`src/rtl/ervp_fifo_write_arbiter.sv`:
```
`default_nettype none
// ============================================================================
// Module   : ervp_fifo_write_arbiter
// Brief    : Round-robin write arbiter feeding a single-entry tagged buffer.
// Revision : 1.0 - initial release
// ============================================================================
module ervp_fifo_write_arbiter #(
    parameter int NUM_REQ = 4,
    parameter int BW_DATA = 32,
    parameter int BW_TAG  = 2
) (
    input  logic                       clk,
    input  logic                       rst,
    input  logic                       enable,
    input  logic                       clear,
    input  logic [NUM_REQ-1:0]         wrequest_list,
    input  logic [NUM_REQ*BW_DATA-1:0] wdata_list,
    output logic [NUM_REQ-1:0]         wgrant_list,
    output logic                       rready,
    output logic                       rempty,
    input  logic                       rrequest,
    output logic [BW_DATA-1:0]         rdata,
    output logic [BW_TAG-1:0]          rtag,
    output logic [BW_TAG-1:0]          rr_ptr
);

    typedef enum logic [0:0] {
        ST_EMPTY = 1'b0,
        ST_FULL  = 1'b1
    } state_t;

    localparam logic [BW_TAG:0]   C_NUM_REQ  = (BW_TAG+1)'(NUM_REQ);
    localparam logic [BW_TAG-1:0] C_LAST_REQ = BW_TAG'(NUM_REQ-1);

    state_t               state_q, state_d;
    logic [BW_DATA-1:0]   rdata_q, rdata_d;
    logic [BW_TAG-1:0]    rtag_q, rtag_d;
    logic [BW_TAG-1:0]    rr_ptr_q, rr_ptr_d;

    logic [2*NUM_REQ-1:0] w_req_rot;
    logic [BW_TAG-1:0]    w_offset;
    logic [BW_TAG:0]      w_sum;
    logic [BW_TAG-1:0]    w_gnt_idx;
    logic [BW_DATA-1:0]   w_gnt_data;
    logic                 w_req_any;
    logic                 w_wq;
    logic                 w_grant;
    logic                 w_pop;

    assign w_wq    = enable & ~clear & ~rst & (state_q == ST_EMPTY);
    assign w_grant = w_wq & w_req_any;
    assign w_pop   = rrequest & (state_q == ST_FULL) & enable & ~clear;

    // Rotate so bit 0 is the requester at rr_ptr; the lowest set bit wins.
    assign w_req_rot = {wrequest_list, wrequest_list} >> rr_ptr_q;

    always_comb begin
        w_req_any = 1'b0;
        w_offset  = '0;
        for (int k = NUM_REQ-1; k >= 0; k--) begin
            if (w_req_rot[k]) begin
                w_req_any = 1'b1;
                w_offset  = BW_TAG'(k);
            end
        end
        w_sum = {1'b0, rr_ptr_q} + {1'b0, w_offset};
        if (w_sum >= C_NUM_REQ) begin
            w_sum = w_sum - C_NUM_REQ;
        end
        w_gnt_idx   = w_sum[BW_TAG-1:0];
        w_gnt_data  = '0;
        wgrant_list = '0;
        for (int k = 0; k < NUM_REQ; k++) begin
            if (w_gnt_idx == BW_TAG'(k)) begin
                w_gnt_data     = wdata_list[k*BW_DATA +: BW_DATA];
                wgrant_list[k] = w_grant;
            end
        end
    end

    always_comb begin
        state_d  = state_q;
        rdata_d  = rdata_q;
        rtag_d   = rtag_q;
        rr_ptr_d = rr_ptr_q;
        if (clear) begin
            state_d = ST_EMPTY;
        end else if (w_grant) begin
            state_d  = ST_FULL;
            rdata_d  = w_gnt_data;
            rtag_d   = w_gnt_idx;
            rr_ptr_d = (w_gnt_idx == C_LAST_REQ) ? '0 : w_gnt_idx + 1'b1;
        end else if (w_pop) begin
            state_d = ST_EMPTY;
        end
    end

    always_ff @(posedge clk) begin
        if (rst) begin
            state_q  <= ST_EMPTY;
            rdata_q  <= '0;
            rtag_q   <= '0;
            rr_ptr_q <= '0;
        end else begin
            state_q  <= state_d;
            rdata_q  <= rdata_d;
            rtag_q   <= rtag_d;
            rr_ptr_q <= rr_ptr_d;
        end
    end

    assign rready = (state_q == ST_FULL);
    assign rempty = ~rready;
    assign rdata  = rdata_q;
    assign rtag   = rtag_q;
    assign rr_ptr = rr_ptr_q;

endmodule
`default_nettype wire

```
`config.mk`:
```
export PLATFORM = sky130hd
export DESIGN_NAME = ervp_fifo_write_arbiter
export DESIGN_NICKNAME = d
export VERILOG_FILES = /design/src/rtl/ervp_fifo_write_arbiter.sv
export SDC_FILE = /design/constraint.sdc
export NUM_CORES = 1
export LEC_CHECK = 0
export CAP_MARGIN = 20
export CORE_MARGIN = 5
export CORE_UTILIZATION = 45
export DETAILED_ROUTE_END_ITERATION = 10
export DONT_BUFFER_PORTS = 1
export GPL_ROUTABILITY_DRIVEN = 0
export GPL_TIMING_DRIVEN = 1
export PLACE_DENSITY = 0.71
export SLEW_MARGIN = 10
export SYNTH_ARGS = -nofsm -noshare
export SYNTH_HDL_FRONTEND = slang
export SYNTH_SLANG_ARGS = --single-unit
```
`constraint.sdc`:
```
create_clock -name clk -period 5.05 [get_ports clk]
set_clock_uncertainty 0.2 [all_clocks]
set_input_delay 1.01 -clock clk [delete_from_list [all_inputs] [get_ports clk]]
set_output_delay 1.01 -clock clk [all_outputs]
set_load 0.02 [all_outputs]
```
==> flow_summary.yaml <==
min_path:
  holdPathStages: 2
  hp-class: "reg2reg"
  min_to: "rtag[0]"
  hold_start: "rtag[0]"
yosys:
  synthArstFlopShare_pct: 0
  synth_nets: 462
  seq_area_frac_synth_pct: 29.73
  synth_area_um2: 2491
  yosys_register_bits: 37
  syn_inst: 320
  synth_cell_types: 31
  syn_avg_cell_area_um2: 7.785
  synth_ff_type: "dfxtp_1"
  synth_edf_count: 0
  synth_warnings: 0
critical_path:
  r2r_setup_slack_ns: 1.32
  startpoint_type: "primary input"
  critPathKind: "in2out"
  worstRegToRegCells: 14
  worstPathCellList: "or4_1 -> o2111ai_1 -> ha_1 -> xnor2_1 -> xnor2_1 -> ha_1 -> and2_1"
  critPathRequiredTime_ns: 3.84
  arrival_ns: 2.73
  crit_path_max_incr_delay_ns: 0.50
  rr_endpoint: "rdata[19]"
  reg2reg_from: "rr_ptr[0]"
  crit_fanout: 9
  critPathSlowestCell: "or4_1"
  crit_path_end_kind: "primary output"
routing:
  dr.pass1.iters: 4
  wl_met3_um: 778
  wire_per_inst_um: 19.91
  detail_route.wirelength_um: 7366
  routed.top_layer: "met4"
  drc_errors: 0
  vias: 2343
  drtIter0Drc: 84
  m1WireLength_um: 2898
  ant_nets: 0
  wl_met2_um: 3625
  via_per_inst: 6.332
timing:
  post-route-period-util_pct: 78.09
  setup_viol: 0
  hold_viol_final: 0
  fin_crit_ns: 3.944
  drv_slew: 0
  fmax_mhz: 253.6
  grt_setup_unrepaired: "false"
  tns_ns: 0
  hold_slack_ns: 0.3575
  slew_headroom_pct: 31.36
  tightest_slew_ns: 1.022
floorplanning:
  fp-row-count: 27
  core_area_um2: 5439
  start_util_pct: 45.80
  die_x_um: 84.41
  fp.dieH_um: 84.41
  fp.dieArea_um2: 7124
  ioPinCount: 179
cells_and_area:
  regArea_um2: 740.7
  syn_to_final_growth_pct: 2.612
  nNetsFinal: 439
  multiInputGateArea_um2: 1585
  fillerInstances: 562
  final_common_cell: "nor3_1"
  num_antenna_cells: 0
  layout_common_cells: "nor3_1, nor2_1, dfxtp_1, nor2b_1, a221oi_1"
  fin_cells: 370
  fin_util_pct: 47.00
  drive_above_1_share_pct: 9.396
clock_network:
  cts_buffers: 5
  cts-root-buf: "clkbuf_8"
  clock_latency_ns: 0.28
  cts.clk_slew.worst_paths_ns: 0.07
  post_cts_buffers: 0
  cts_tree: "yes"
  ctsResizeCount: 0
  clockBufferDepth: 2
  htreeDepth: 2
  cts_hold_buf: 0
  numClockSinks: 37
power:
  total_leakage_power_uw: 0.0008139
  p_per_area_nw_per_um2: 306.7
  p_total_uw: 784.0
  peakVddDrop_uv: 160.4
job:
  maxCapViolations: 0
global_routing:
  overflow: 0
  grt_max_degree: 66
  grt_pass1_wl_um: 11700
  antenna_found_initial: 0
  grt_usage_pct: 19.94
  grt_pass1_vias: 2242
placed_design:
  port_buffers: 0
  place_inst: 362
  dp_hpwl_um: 5423
run_status:
  status: "finished, final reports clean"
-- cell usage after synthesis (3+ instances only) --
library cell   n  area, µm²
a211oi_1      21      157.7
ha_1           5      62.56
clkbuf_1      28      105.1
a221oi_1      31      271.5
inv_1          4      15.01
nand2_1        6      22.52
and2_1         4      25.02
a211oi_2      11      137.6
a21oi_1        8      40.04
nor2_1        42      157.7
buf_6          3      33.78
buf_2          4      20.02
dfxtp_1       37      740.7
nor2b_1       32      200.2
nor3_1        64      320.3
-- sequential cells by signal, indices dropped and copies added (netlist names) --
name	flops
rdata	32
rr_ptr	2
rtag	2
rready	1
-- worst max path at each step --
stage / from / endpoint / slack, ns / cells past startpoint
6_report: wrequest_list[0] / wgrant_list[0] / 1.11 / 7
5_1_grt: wrequest_list[0] / rdata[17] / 0.91 / 13
4_1_cts: wrequest_list[0] / wgrant_list[0] / 1.09 / 7
3_5_place_dp: wrequest_list[0] / rdata[18] / 0.88 / 13
3_3_place_gp: wrequest_list[0] / rdata[18] / 1.0 / 13
2_1_floorplan: wrequest_list[0] / wgrant_list[3] / 0.56 / 11
-- power by group --
part,switching (µW),internal (µW)
sequential,32.9,308
combinational,146,103
clock,95.8,98.0
-- cell families after synthesis --
family,count (synthesis),share of synthesized area (%)
AO/OA/AOI/OAI,80,28.08
XOR/XNOR,2,0.7033
adder cells (fa/ha/maj),5,2.511
buffers and inverters,40,7.283
flip-flops,37,29.73
AND/OR/NAND/NOR,156,31.69
-- per-stage QoR --
| step | setup WS, ns | instance area [µm²] |
|---|---|---|
| 2_1_floorplan | 0.5592 | 2491 |
| 3_3_place_gp | 0.9974 | 2476 |
| 3_5_place_dp | 0.8847 | 2476 |
| 4_1_cts | 1.089 | 2556 |
| 5_1_grt | 0.9146 | 2556 |
| 6_report | 1.106 | 2556 |
-- per-layer routing --
layer  global-route usage, %  up-vias
met5                       0        -
met4                   5.036        0
met3                   8.243        6
met2                   32.07      108
met1                   24.82     1085
li1                        -     1144
-- cell type report --
class	count	area share, %
multi-input combinational	243	62.02
sequential	37	28.98
tap	72	3.524
clock buffer	8	3.133
timing repair buffer	6	1.762
inverter	4	0.5874
-- worst max-delay path: cells and delay by family --
family,cells,cell delay (ns)
and+or+nand+nor,2,0.76
adders and majority gates,2,0.47
AOI/OAI and AO/OA,1,0.09
xor gates and xnor gates,2,0.40
(Power assumes the default switching activity.)
